### config.mk
export PLATFORM = sky130hd
export DESIGN_NAME = reaction_game_ctrl_flat
export DESIGN_NICKNAME = d
export VERILOG_FILES = /design/src/rtl/reaction_game_ctrl_if.sv /design/src/rtl/reaction_game_ctrl.sv /design/src/flat_wrapper.sv
export SDC_FILE = /design/constraint.sdc
export NUM_CORES = 1
export LEC_CHECK = 0
export BUFFER_PORTS_ARGS = -buffer_cell sky130_fd_sc_hd__buf_2
export CAP_MARGIN = 20
export CORE_UTILIZATION = 55
export CTS_BUF_LIST = sky130_fd_sc_hd__clkbuf_4 sky130_fd_sc_hd__clkbuf_8 sky130_fd_sc_hd__clkbuf_16
export DETAILED_ROUTE_END_ITERATION = 8
export GPL_TIMING_DRIVEN = 1
export PLACE_DENSITY = 0.76
export REMOVE_ABC_BUFFERS = 1
export SLEW_MARGIN = 20
export SYNTH_ARGS = -nofsm -noshare
export SYNTH_HDL_FRONTEND = slang
export SYNTH_SLANG_ARGS = --single-unit
### constraint.sdc
create_clock -name clk -period 7 [get_ports clk]
set_clock_uncertainty 0.2 [all_clocks]
set_input_delay 0.7 -clock clk [delete_from_list [all_inputs] [get_ports clk]]
set_output_delay 0.7 -clock clk [all_outputs]
set_load 0.005 [all_outputs]
### src/rtl/reaction_game_ctrl_if.sv
// Signal bundle between the reaction game round sequencer and its surroundings:
// tick, buttons and random source in; indicator, result and record out.
interface reaction_game_ctrl_if #(
    parameter int RAND_W = 11
);
    logic              tick_1ms;
    logic              btn_start;
    logic              btn_react;
    logic [RAND_W-1:0] rand_val;
    logic              led_go;
    logic              busy;
    logic [15:0]       result_ms;
    logic              result_valid;
    logic              false_start;
    logic              timeout;
    logic [15:0]       best_ms;

    modport master (
        output tick_1ms, btn_start, btn_react, rand_val,
        input  led_go, busy, result_ms, result_valid, false_start, timeout, best_ms
    );

    modport slave (
        input  tick_1ms, btn_start, btn_react, rand_val,
        output led_go, busy, result_ms, result_valid, false_start, timeout, best_ms
    );
endinterface

### src/rtl/reaction_game_ctrl.sv
// Round sequencer for the reaction speed game: randomised pre-GO delay,
// millisecond reaction timing, false-start/timeout detection and best-time record.
module reaction_game_ctrl #(
    parameter int MIN_DELAY_MS = 1000,
    parameter int RAND_W       = 11,
    parameter int TIMEOUT_MS   = 9999
) (
    input  logic                 clk,
    input  logic                 rst_n,
    reaction_game_ctrl_if.slave  bus
);
    typedef enum logic [2:0] {IDLE, DELAY, GO, DONE, FAULT} state_t;

    localparam logic [15:0] MIN_DELAY = 16'(MIN_DELAY_MS);
    localparam logic [15:0] TIMEOUT   = 16'(TIMEOUT_MS);
    localparam logic [15:0] LAST_MS   = 16'(TIMEOUT_MS - 1);

    state_t      state, state_n;
    logic [15:0] delay_cnt, delay_cnt_n;
    logic [15:0] ms_cnt, ms_cnt_n;
    logic [15:0] result_ms, result_ms_n;
    logic [15:0] best_ms, best_ms_n;
    logic        result_valid, result_valid_n;
    logic        false_start, false_start_n;
    logic        timeout, timeout_n;
    logic        led_go, led_go_n;
    logic        busy, busy_n;
    logic [RAND_W-1:0] rand_s;

    assign rand_s = bus.rand_val;

    always_ff @(posedge clk or negedge rst_n) begin
        if (!rst_n) begin
            state        <= IDLE;
            delay_cnt    <= '0;
            ms_cnt       <= '0;
            result_ms    <= '0;
            best_ms      <= 16'hFFFF;
            result_valid <= 1'b0;
            false_start  <= 1'b0;
            timeout      <= 1'b0;
            led_go       <= 1'b0;
            busy         <= 1'b0;
        end else begin
            state        <= state_n;
            delay_cnt    <= delay_cnt_n;
            ms_cnt       <= ms_cnt_n;
            result_ms    <= result_ms_n;
            best_ms      <= best_ms_n;
            result_valid <= result_valid_n;
            false_start  <= false_start_n;
            timeout      <= timeout_n;
            led_go       <= led_go_n;
            busy         <= busy_n;
        end
    end

    always_comb begin
        state_n        = state;
        delay_cnt_n    = delay_cnt;
        ms_cnt_n       = ms_cnt;
        result_ms_n    = result_ms;
        best_ms_n      = best_ms;
        result_valid_n = 1'b0;
        false_start_n  = false_start;
        timeout_n      = timeout;

        case (state)
            IDLE, DONE, FAULT: begin
                if (bus.btn_start) begin
                    delay_cnt_n   = MIN_DELAY + 16'(rand_s);
                    result_ms_n   = '0;
                    false_start_n = 1'b0;
                    timeout_n     = 1'b0;
                    state_n       = DELAY;
                end
            end
            DELAY: begin
                // An early press beats an expiry tick arriving in the same cycle.
                if (bus.btn_react) begin
                    false_start_n = 1'b1;
                    state_n       = FAULT;
                end else if (bus.tick_1ms) begin
                    delay_cnt_n = delay_cnt - 16'd1;
                    if (delay_cnt == 16'd1) begin
                        ms_cnt_n = '0;
                        state_n  = GO;
                    end
                end
            end
            GO: begin
                if (bus.btn_react) begin
                    result_ms_n    = ms_cnt;
                    result_valid_n = 1'b1;
                    if (ms_cnt < best_ms) begin
                        best_ms_n = ms_cnt;
                    end
                    state_n = DONE;
                end else if (bus.tick_1ms) begin
                    if (ms_cnt == LAST_MS) begin
                        result_ms_n    = TIMEOUT;
                        timeout_n      = 1'b1;
                        result_valid_n = 1'b1;
                        state_n        = DONE;
                    end else begin
                        ms_cnt_n = ms_cnt + 16'd1;
                    end
                end
            end
            default: state_n = IDLE;
        endcase

        led_go_n = (state_n == GO);
        busy_n   = (state_n == DELAY) || (state_n == GO);
    end

    assign bus.led_go       = led_go;
    assign bus.busy         = busy;
    assign bus.result_ms    = result_ms;
    assign bus.result_valid = result_valid;
    assign bus.false_start  = false_start;
    assign bus.timeout      = timeout;
    assign bus.best_ms      = best_ms;
endmodule

### src/flat_wrapper.sv
// flat-port wrapper written by rule: the top's interface ports become plain ports
module reaction_game_ctrl_flat 
#(
    parameter int MIN_DELAY_MS = 1000,
    parameter int RAND_W       = 11,
    parameter int TIMEOUT_MS   = 9999
)
  (clk, rst_n, bus_tick_1ms, bus_btn_start, bus_btn_react, bus_rand_val, bus_led_go, bus_busy, bus_result_ms, bus_result_valid, bus_false_start, bus_timeout, bus_best_ms);
  reaction_game_ctrl_if #(.RAND_W(RAND_W)) bus_i ();
  input  logic clk;
  input  logic rst_n;
  input wire logic [$bits(bus_i.tick_1ms)-1:0] bus_tick_1ms;
  input wire logic [$bits(bus_i.btn_start)-1:0] bus_btn_start;
  input wire logic [$bits(bus_i.btn_react)-1:0] bus_btn_react;
  input wire logic [$bits(bus_i.rand_val)-1:0] bus_rand_val;
  output wire logic [$bits(bus_i.led_go)-1:0] bus_led_go;
  output wire logic [$bits(bus_i.busy)-1:0] bus_busy;
  output wire logic [$bits(bus_i.result_ms)-1:0] bus_result_ms;
  output wire logic [$bits(bus_i.result_valid)-1:0] bus_result_valid;
  output wire logic [$bits(bus_i.false_start)-1:0] bus_false_start;
  output wire logic [$bits(bus_i.timeout)-1:0] bus_timeout;
  output wire logic [$bits(bus_i.best_ms)-1:0] bus_best_ms;
  assign bus_i.tick_1ms = bus_tick_1ms;
  assign bus_i.btn_start = bus_btn_start;
  assign bus_i.btn_react = bus_btn_react;
  assign bus_i.rand_val = bus_rand_val;
  assign bus_led_go = bus_i.led_go;
  assign bus_busy = bus_i.busy;
  assign bus_result_ms = bus_i.result_ms;
  assign bus_result_valid = bus_i.result_valid;
  assign bus_false_start = bus_i.false_start;
  assign bus_timeout = bus_i.timeout;
  assign bus_best_ms = bus_i.best_ms;
  reaction_game_ctrl #(.MIN_DELAY_MS(MIN_DELAY_MS), .RAND_W(RAND_W), .TIMEOUT_MS(TIMEOUT_MS)) u_core (.clk(clk), .rst_n(rst_n), .bus(bus_i));
endmodule
Yosys cells after proc, flatten, opt, wreduce, memory -nomap -nowiden
Cells that the tools add are included.
W data, S select, Z words.

word-level totals
  output and inout bits = 37
  word-level logic and storage cells = 80
  input port bits = 16
  register bits = 72

operators by class
  equality and inequality tests = 19
  add/subtract/negate cells = 3
  multiplexer cells = 35
  order comparisons = 1
  reduce and logical (&&, ||, !) cells = 12

operator list
  operator                  number
  $mux W16                  13
  $pmux W16 S2              3
  $mux W3                   7
  $add A16 B1 Y16 const B   1
  $eq A16 B1 Y1 const B     1
  $eq A16 B14 Y1 const B    1
  $lt A16 B16 Y1            1
  $sub A16 B1 Y16 const B   1
  $ne A2 B2 Y1 const B      7
  $add A10 B11 Y12 const A  1
  $eq A3 B2 Y1 const B      3
  $mux W1                   9
  $pmux W3 S3               1
  $reduce_and A4 Y1         2
  $reduce_and A7 Y1         1
  $eq A3 B1 Y1 const B      2
  $reduce_and A3 Y1         2
  $reduce_bool A2 Y1        3
  $reduce_and A5 Y1         1
  $ne A2 B1 Y1 const B      2
  $pmux W1 S2               2
  $eq A3 B3 Y1 const B      1
  $logic_not A3 Y1          1
  $ne A3 B2 Y1 const B      1
  other kinds (3)           3

Depth between registers and ports, before layout
Gate-level depths: netlist of run 1.

  depth in word-level cells = 7
  depth in mapped cells = 9
  mapped depth without buffers = 7

Worst setup path after synthesis of run 1
Ideal clock, no wire load.

  path type = flip-flop to flip-flop
  start point = reg u_core.best_ms[13] (netlist: u_core.bus.best_ms[13])
  end point = reg u_core.best_ms[10] (netlist: u_core.bus.best_ms[10])
  setup time = 0.082 ns
  stages on the path, launching flop included = 10
  clock period less this slack = 2.461 ns
  required time = 6.718 ns
  buffers on the path = 2
  arrival time = 2.179 ns
  path slack = 4.539 ns
  path through = dfstp_2 -> inv_1 -> ha_1 -> a21oi_1 -> o21ai_0 -> or4_1 -> nand4bb_1 -> buf_6 -> buf_8 -> mux2_4

on the way
  word-level cells in the longest chain between the ends = 2

RTL lines
  item                         line                      RTL
  from (decl)                  reaction_game_ctrl.sv:22  logic [15:0] best_ms, best_ms_n;
  from (signal assigned)       reaction_game_ctrl.sv:49  best_ms <= best_ms_n;
  $lt A16 B16 Y1               reaction_game_ctrl.sv:95  if (ms_cnt < best_ms) begin
  $reduce_and A3 Y1 (no line)  -

Every way passes these cells.
A chain may end at the register's enable or synchronous reset.

Worst setup path in the final report of run 1
  start point = reg u_core.delay_cnt[1]
  end point = reg u_core.ms_cnt[1]

on the way
  word-level cells in the longest chain between the ends = 3

RTL lines
  item                         line                      RTL
  from (decl)                  reaction_game_ctrl.sv:19  logic [15:0] delay_cnt, delay_cnt_n;
  from (signal assigned)       reaction_game_ctrl.sv:46  delay_cnt <= delay_cnt_n;
  $eq A16 B1 Y1                reaction_game_ctrl.sv:85  if (delay_cnt == 16'd1) begin
  $ne A2 B1 Y1 (no line)       -
  $reduce_and A7 Y1 (no line)  -
  to (signal assigned)         reaction_game_ctrl.sv:47  ms_cnt <= ms_cnt_n;
  to (decl)                    reaction_game_ctrl.sv:20  logic [15:0] ms_cnt, ms_cnt_n;

Every way passes these cells.

==> results of run 1 <==
[power groups by stage]
stage,combinational (mW),sequential (mW),clock (mW)
final,0.244,0.516,0.307
after global routing,0.272,0.525,0.327
after CTS,0.241,0.513,0.310
after detailed placement,0.236,0.520,0
after global placement,0.229,0.517,0
after floorplan,0.166,0.508,0
[logic make-up after synthesis]
family | Yosys count | synth area share, %
adders and majority gates | 20 | 6.12
AOI/OAI and AO/OA | 118 | 17.4
buffers and inverters | 48 | 4.99
DFF | 72 | 44.6
and+or+nand+nor | 138 | 17.2
muxes | 26 | 7.56
xor gates and xnor gates | 10 | 2.14
[worst max-delay path, cell delays in order (launching register included)]
cell and delay [ns]:
dfrtp_1 0.39, inv_1 0.10, ha_1 0.16, or4b_2 0.58, nor3_1 0.31, nand3_1 0.56, nand2_1 0.41, mux2_2 0.37
[synthesized netlist by cell type (3+ instances only)]
library cell  number  area share, %
nor3_1            13            1.6
nand3_1           12            1.5
mux2i_1           11            2.7
xnor2_1            4           0.86
or4_1              4           0.73
or3_1              7            1.1
nand2_1           37            3.4
dfrtp_1           56             34
and4_1             3           0.64
ha_1              20            6.1
nor4_1             4           0.61
nand4_1            8            1.2
inv_1             24            2.2
o21ai_0           38            4.7
nor2_1            31            2.8
a21oi_1           36            4.4
buf_2              3           0.37
mux2_2             7            1.9
o22ai_1            3           0.46
a31oi_1            8            1.2
and3_1             3           0.46
mux2_4             8            2.9
dfstp_2           16             10
xor2_1             6            1.3
a22o_1             9            1.9
clkbuf_1          18            1.7
a22oi_1            5           0.92
[sequential cells by signal, summed over array words and instances (netlist names)]
register and cells:
u_core.bus.result_ms 16, u_core.delay_cnt 16, u_core.bus.timeout 1, u_core.state 3, u_core.bus.led_go 1, u_core.bus.best_ms 16, u_core.bus.busy 1, u_core.ms_cnt 16
u_core.bus.false_start 1, u_core.bus.result_valid 1
[final timing paths]
| path | start | to | slack (ns) | cells past startpoint |
|---|---|---|---|---|
| worst max-delay path | u_core.delay_cnt[1] | u_core.ms_cnt[1] | 3.80 | 7 |
| worst min-delay path | u_core.bus.result_ms[9] | u_core.bus.result_ms[9] | 0.28 | 2 |
| worst max register to register | u_core.delay_cnt[1] | u_core.ms_cnt[1] | 3.80 | 7 |
| max in group asynchronous | rst_n | u_core.bus.result_ms[11] | 5.68 | 2 |
| worst min register to register | u_core.bus.result_ms[9] | u_core.bus.result_ms[9] | 0.28 | 2 |
| min in group asynchronous | rst_n | u_core.bus.timeout | 0.35 | 2 |
[final cells by class]
type                    instances  share of cell area, %
clock inverters                 3                  0.382
repair buffers                 55                   6.25
well taps                      99                   2.70
flip-flops and latches         72                   39.7
multi-input cells             312                   45.3
inverters                      24                   1.97
clock buffers                  13                   3.63
[layer usage]
metal | track usage, % | part of all wire (%)
met4 | 9.82 | 2.1
met3 | 4.85 | 6.8
met5 | 0 | 0
met2 | 40.6 | 46
met1 | 36.8 | 45
[cells in the final DEF (no fill, tap or decap), drive strengths merged, types with 4 or more instances in the layout]
master,count
nor2,31
a22o,9
nor3,13
xor2,6
nand3,12
nor4,5
ha,20
a21oi,36
mux2i,11
a31oi,8
nand2,37
nand4,8
dfstp,16
a22oi,5
mux2,15
xnor2,4
inv,24
dfrtp,56
clkbuf,13
or3,7
or4,4
buf,55
o21ai,39
[metrics by stage]
stage | power [mW] | std cells | hold slack [ns] | setup slack [ns] | util [%]
4_1_cts | 1.06 | 577 | 0.289 | 3.58 | 63.3
3_5_place_dp | 0.756 | 561 | 0.270 | 3.57 | 60.7
5_1_grt | 1.12 | 578 | 0.327 | 3.76 | 63.5
6_report | 1.07 | 578 | 0.283 | 3.80 | 63.5
2_1_floorplan | 0.675 | 408 | 0.204 | 4.04 | -
3_3_place_gp | 0.746 | 561 | 0.258 | 3.68 | 60.7
==> run summary, run 1 <==
Hold Path Class = flop to flop
#FFs+latches synth = 72
CORE AREA = 7210 sq um
drt drc = 0
total negative setup slack = 0 ns
clock power share = 28.8%
DIE WIDTH = 88.2 um
io pins = 53
Critical Path Sink Type = flop
fin crit share = 45.7%
Worst-Margin Slew = 1.04 ns
clk sinks = 72
crit path launch type = flop
Sw Ratio = 33.9%
area occupied by multi-input gates = 2080 sq um
Post-DP Area = 4380 sq um
Area growth, synth to finish = 12.1%
vias in the first global route = 3199
clk buf depth = 2
Yosys cell types = 57
largest net degree at the start of global routing = 73
share of post-route cells with drive strength above 1 = 23.0%
Clock Tree Root = clkbuf_8
TritonCTS buffer count = 9
Max Slew Vio Count = 0
final layout net count = 510
Worst-path clk slew = 0.07 ns
CP Data Required Time = 7.04 ns
Synth Cell Area = 4090 sq um
leak pwr = 2.13 nW
Synth warnings = 0
1st-iter DRT viols = 317
via count = 3441
WP data arrival = 3.24 ns
Setup CP Type = flop to flop
Antenna Cells = 0
global-route wire length before repair = 15700 um
sequential share of power = 48.4%
sequential cell area fraction in the yosys report = 44.6%
internal power = 0.705 mW
Post-synth EDFFs = 0
Final ANT Viol Nets = 0
Reg area = 1820 sq um
post-DR wirelength/cell = 16.3 um
Die Area = 7780 sq um
Synth Flop Type = dfrtp_1
Peak VDD IR = 138 uV
final instance area = 4580 sq um
All-Layer GR Usage = 26.2%
worst-path maximum fanout = 15
Starting Density = 56.7%
post-CTS setup buffer count = 0
GR Overflow Total = 0
Clock Latency Late Sink = 0.35 ns
die height = 88.2 um
PortBufs = 52
Slew HR = 30.4%
post-DP HPWL = 6400 um
number of fill cells in the layout = 605
syn avg cell area = 9.46 sq um
status = completed
antenna violations before repair = 0
endpoints failing setup = 0
Via-to-Cell Ratio = 5.95
Psw = 0.362 mW
CTS tree = built
RSZ-0062 raised after global routing = false
max_cap viols = 0
final hold vios = 0
WL final = 9450 um
Power Density = 233 nW/um^2
Hold-fix buffers, CTS = 0
asr flop ratio synth = 100%
Final GP Congestion = 0.888
Fmax = 313 MHz
Post-Synthesis Cells = 432
combinational power share = 22.9%
crit path time final = 3.20 ns
H-tree levels = 3
CTS-repair resized insts = 0
DRT Pass-1 Iters = 6
row cnt = 31
(Power assumes the default switching activity.)
==> inputs of run 2 (changes only) <==
- CORE_UTILIZATION: 55 -> 52
- clock period: 7 -> 2.9 ns (I/O delays scaled with it)
==> run summary, run 2 (synthesized netlist as in run 1, its figures left out) <==
PortBufs = 52 (unchanged)
fin crit share = 92.3% (+47 points)
Setup CP Type = flop to flop
Die Area = 8220 sq um (+5.6%)
GR Overflow Total = 0 (unchanged)
vias in the first global route = 3443 (+7.6%)
CTS-repair resized insts = 0 (unchanged)
Fmax = 374 MHz (+19%)
largest net degree at the start of global routing = 41 (-44%)
All-Layer GR Usage = 25.0% (-1.2 points)
Via-to-Cell Ratio = 5.90 (-0.85%)
CORE AREA = 7410 sq um (+2.7%)
final total power = 2.58 mW (+140%)
Hold Path Cell Cnt = 3 (+1)
final hold vios = 0 (unchanged)
max_cap viols = 0 (unchanged)
Critical Path Sink Type = flop
Power Density = 544 nW/um^2 (+130%)
Hold Path Class = input port to flop
total negative setup slack = 0 ns (unchanged)
worst-path maximum fanout = 16 (+1)
Clock Tree Root = clkbuf_8
Final GP Congestion = 0.840 (-5.4%)
most common cell after layout, fill and taps aside = dfrtp_1
antenna violations before repair = 0 (unchanged)
status = completed
Worst R2R Path Depth = 8 (+1)
crit path time final = 2.68 ns (-0.520 ns)
Worst Hold Path EP = u_core.delay_cnt[0]
Peak VDD IR = 330 uV (+140%)
Crit-path slowest cell = dfstp_2
leak pwr = 2.23 nW (+4.9%)
crit-path cells = inv_1 -> ha_1 -> and4_1 -> nand2_1 -> a2111oi_0 -> nand4bb_1 -> buf_4 -> mux2_2
DIE WIDTH = 90.7 um (+2.8%)
critical hold path startpoint = bus_rand_val[0]
WL final = 9680 um (+2.4%)
DRT Pass-1 Iters = 5 (-1)
RR Endpoint = u_core.bus.best_ms[6]
max incr delay on CP = 0.55 ns (-0.03 ns)
H-tree levels = 3 (unchanged)
Final ANT Viol Nets = 0 (unchanged)
1st-iter DRT viols = 336 (+6.0%)
WP data arrival = 2.75 ns (-0.49 ns)
Antenna Cells = 0 (unchanged)
clk sinks = 72 (unchanged)
CP Data Required Time = 2.97 ns (-4.07 ns)
Hold WS = 0.00246 ns (-0.281 ns)
drt drc = 0 (unchanged)
Worst-path clk slew = 0.07 ns (about the same)
endpoints failing setup = 0 (unchanged)
Clock Latency Late Sink = 0.35 ns (about the same)
Starting Density = 55.2% (-1.5 points)
via count = 3524 (+2.4%)
row cnt = 31 (unchanged)
crit path launch type = flop
worst setup slack after layout = 0.224 ns (-3.58 ns)
Max Slew Vio Count = 0 (unchanged)
final layout net count = 529 (+3.7%)
Util after Layout = 64.0% (+0.47 points)
post-CTS setup buffer count = 0 (unchanged)
RSZ-0062 raised after global routing = false
r2r setup slk = 0.22 ns (-3.58 ns)
post-DR wirelength/cell = 16.2 um (-0.82%)
CTS tree = built
io pins = 53 (unchanged)
most frequent cells in the layout = 56 x dfrtp_1, 52 x buf_2, 38 x o21ai_0
TritonCTS buffer count = 9 (unchanged)
Area growth, synth to finish = 16.0%
die height = 90.7 um (+2.8%)
global-route wire length before repair = 16300 um (+4.2%)
share of post-route cells with drive strength above 1 = 25.7% (+2.7 points)
worst slack, placed = 0.280 ns (-3.29 ns)
Slew HR = 48.4% (+18 points)
Critical R2R Launch = u_core.bus.best_ms[15]
post-DP HPWL = 6910 um (+8.0%)
Worst-Margin Slew = 0.774 ns (-0.266 ns)
clk buf depth = 2 (unchanged)
## run 2: final cells by class
| class | count | area [sq um] |
|---|---|---|
| clock buffer | 13 | 166 |
| clock inverter | 3 | 17.5 |
| fill | 628 | 2670 |
| inverter | 24 | 90.1 |
| multi-input combinational | 312 | 2070 |
| sequential | 72 | 1820 |
| tap | 99 | 124 |
| timing repair buffer | 74 | 453 |
## run 2: worst max path at each step
stage,from,end,slack [ns]
CTS,u_core.bus.best_ms[15],u_core.bus.best_ms[6],0.25
floorplan,u_core.state[2],u_core.bus.best_ms[10],-0.06
finish,u_core.bus.best_ms[15],u_core.bus.best_ms[6],0.22
global route,u_core.bus.best_ms[15],u_core.bus.best_ms[1],0.06
global placement,u_core.delay_cnt[1],u_core.ms_cnt[1],0.36
detailed placement,u_core.bus.best_ms[15],u_core.bus.best_ms[1],0.28
## run 2: routing by layer
metal  GRT usage (%)  share of wire [%]
met4            10.3                1.8
met5               0                  0
met3            3.28                5.9
met1            34.7                 46
met2            39.5                 47
## run 2: report_power, final
group	internal, mW	total, mW	switching, mW	leakage (nW)
combinational	0.232	0.589	0.357	1.23
sequential	1.11	1.24	0.129	0.905
clock	0.374	0.745	0.370	0.0963
total	1.72	2.58	0.857	2.23
## run 2: through the flow
step	instances	cell area, sq um
floorplan	408	3970
global placement	580	4550
detailed placement	580	4550
CTS	597	4740
global route	597	4740
finish	597	4740
## run 2: worst max-delay path, delay by kind of cell (launching register included)
family	cells	cell delay [ns]
compound gates	1	0.35
fa+ha+maj	1	0.30
flops	1	0.55
mux	1	0.37
simple gates	3	0.49
buf+inv	2	0.33
## run 2: what timing repair did
action / CTS / global route
hold buffers: 1 / 0
endpoints found under the hold margin: 19 / 0
endpoints found under the setup margin: 0 / 0
==> inputs of run 3 (changes only) <==
- MAX_ROUTING_LAYER: not set -> met4
==> run summary, run 3 (synthesized netlist as in run 1, its figures left out) <==
status = completed
WL final = 9450 um (-2.3%)
most common cell after layout, fill and taps aside = dfrtp_1
crit path launch type = flop
Hold-fix buffers, CTS = 1 (unchanged)
worst setup slack after layout = 0.217 ns (-0.00681 ns)
H-tree levels = 3 (unchanged)
CTS-repair resized insts = 0 (unchanged)
via count = 3506 (-0.51%)
Hold WS = 0.00802 ns (+0.00556 ns)
PortBufs = 52 (unchanged)
final layout net count = 530 (+0.19%)
drt drc = 0 (unchanged)
Critical R2R Launch = u_core.bus.best_ms[15]
Power Density = 548 nW/um^2 (+0.78%)
most frequent cells in the layout = 56 x dfrtp_1, 52 x buf_2, 38 x o21ai_0
Area growth, synth to finish = 16.3%
Clock Tree Root = clkbuf_8
crit path time final = 2.68 ns (+0.00681 ns)
row cnt = 31 (unchanged)
worst-path maximum fanout = 15 (-1)
Crit. Startpoint = u_core.bus.best_ms[15]
Fmax = 373 MHz (-0.25%)
Die Area = 8220 sq um (unchanged)
post-CTS setup buffer count = 0 (unchanged)
clk buf depth = 2 (unchanged)
DIE WIDTH = 90.7 um (unchanged)
CORE AREA = 7410 sq um (unchanged)
Setup CP Type = flop to flop
max_cap viols = 0 (unchanged)
global-route wire length before repair = 16200 um (-1.0%)
vias in the first global route = 3315 (-3.7%)
1st-iter DRT viols = 390 (+16%)
WP data arrival = 2.76 ns (about the same)
RR Endpoint = u_core.bus.best_ms[7]
fin crit share = 92.5% (+0.23 points)
io pins = 53 (unchanged)
Worst-path clk slew = 0.08 ns (about the same)
Worst R2R Path Depth = 8 (unchanged)
met1 wire length = 4550 um (+3.1%)
Worst Setup EP = u_core.bus.best_ms[7]
r2r setup slk = 0.22 ns (about the same)
CP Data Required Time = 2.98 ns (about the same)
CTS tree = built
DR WL met3 = 440 um (-22%)
Final GP Congestion = 0.884 (+5.3%)
GR Overflow Total = 0 (unchanged)
Worst-Margin Slew = 0.768 ns (-0.00663 ns)
share of post-route cells with drive strength above 1 = 25.9% (+0.15 points)
die height = 90.7 um (unchanged)
Critical Path Sink Type = flop
top sig layer = met4
Clock Latency Late Sink = 0.35 ns (about the same)
DRT Pass-1 Iters = 6 (+1)
Antenna Cells = 0 (unchanged)
post-DR wirelength/cell = 15.8 um (-2.5%)
antenna violations before repair = 0 (unchanged)
All-Layer GR Usage = 25.5% (+0.43 points)
Slew HR = 47.5% (-0.88 points)
Routed met2 length = 4260 um (-5.6%)
Starting Density = 55.2% (unchanged)
TritonCTS buffer count = 9 (unchanged)
number of fill cells in the layout = 621 (-1.1%)
Peak VDD IR = 345 uV (+4.6%)
largest net degree at the start of global routing = 73 (+78%)
total negative setup slack = 0 ns (unchanged)
clk sinks = 72 (unchanged)
Via-to-Cell Ratio = 5.86 (-0.68%)
Hold Path Class = input port to flop
Final ANT Viol Nets = 0 (unchanged)
final hold vios = 0 (unchanged)
Max Slew Vio Count = 0 (unchanged)
endpoints failing setup = 0 (unchanged)
RSZ-0062 raised after global routing = false
leak pwr = 2.23 nW (about the same)
post-DP HPWL = 6690 um (-3.1%)
worst slack, placed = 0.265 ns (-0.0146 ns)
-- run 3: cell type report --
| cell class | count | area (sq um) | area share [%] |
|---|---|---|---|
| clock buffers | 14 | 174 | 3.66 |
| clock inverters | 2 | 15.0 | 0.316 |
| inverters | 24 | 90.1 | 1.90 |
| multi-input cells | 312 | 2070 | 43.5 |
| flip-flops and latches | 72 | 1820 | 38.3 |
| well taps | 99 | 124 | 2.61 |
| repair buffers | 75 | 460 | 9.69 |
-- run 3: critical path, stage by stage (launching register included) --
cell and delay (ns):
dfstp_2 0.55, inv_1 0.05, ha_1 0.31, and4_1 0.24, nand2_1 0.08, a2111oi_0 0.36, nand4bb_1 0.19, buf_4 0.27
mux2_2 0.38
-- run 3: power breakdown --
part	internal (mW)	total, mW	leakage (nW)	switching [mW]
clock	0.387	0.759	0.0932	0.372
sequential	1.11	1.24	0.905	0.128
combinational	0.235	0.603	1.23	0.368
total	1.74	2.60	2.23	0.868
-- run 3: per-layer routing --
metal  track usage [%]  vias to the layer above
met5                 -                        -
met3              3.45                       18
met2              37.1                      114
met4              9.81                        0
met1              36.1                     1680
li1                  -                     1694
-- run 3: metrics by stage --
stage	util, %	power [mW]	instance area (sq um)	cells
6_report	64.2	2.60	4750	598
4_1_cts	64.2	2.60	4750	598
3_3_place_gp	61.5	1.82	4550	581
5_1_grt	64.2	2.76	4750	598
2_1_floorplan	-	1.63	3970	408
3_5_place_dp	61.5	1.85	4550	581
-- run 3: how the worst min path moves through the flow --
stage,slack [ns],cells after the start,end,start
finish,0.008,3,u_core.delay_cnt[0],bus_rand_val[0]
global route,0.01,3,u_core.delay_cnt[0],bus_rand_val[0]
CTS,0.007,3,u_core.delay_cnt[0],bus_rand_val[0]
detailed placement,0.15,2,u_core.bus.busy,rst_n
global placement,0.15,2,u_core.state[1],rst_n
floorplan,-0.21,0,u_core.bus.busy,rst_n
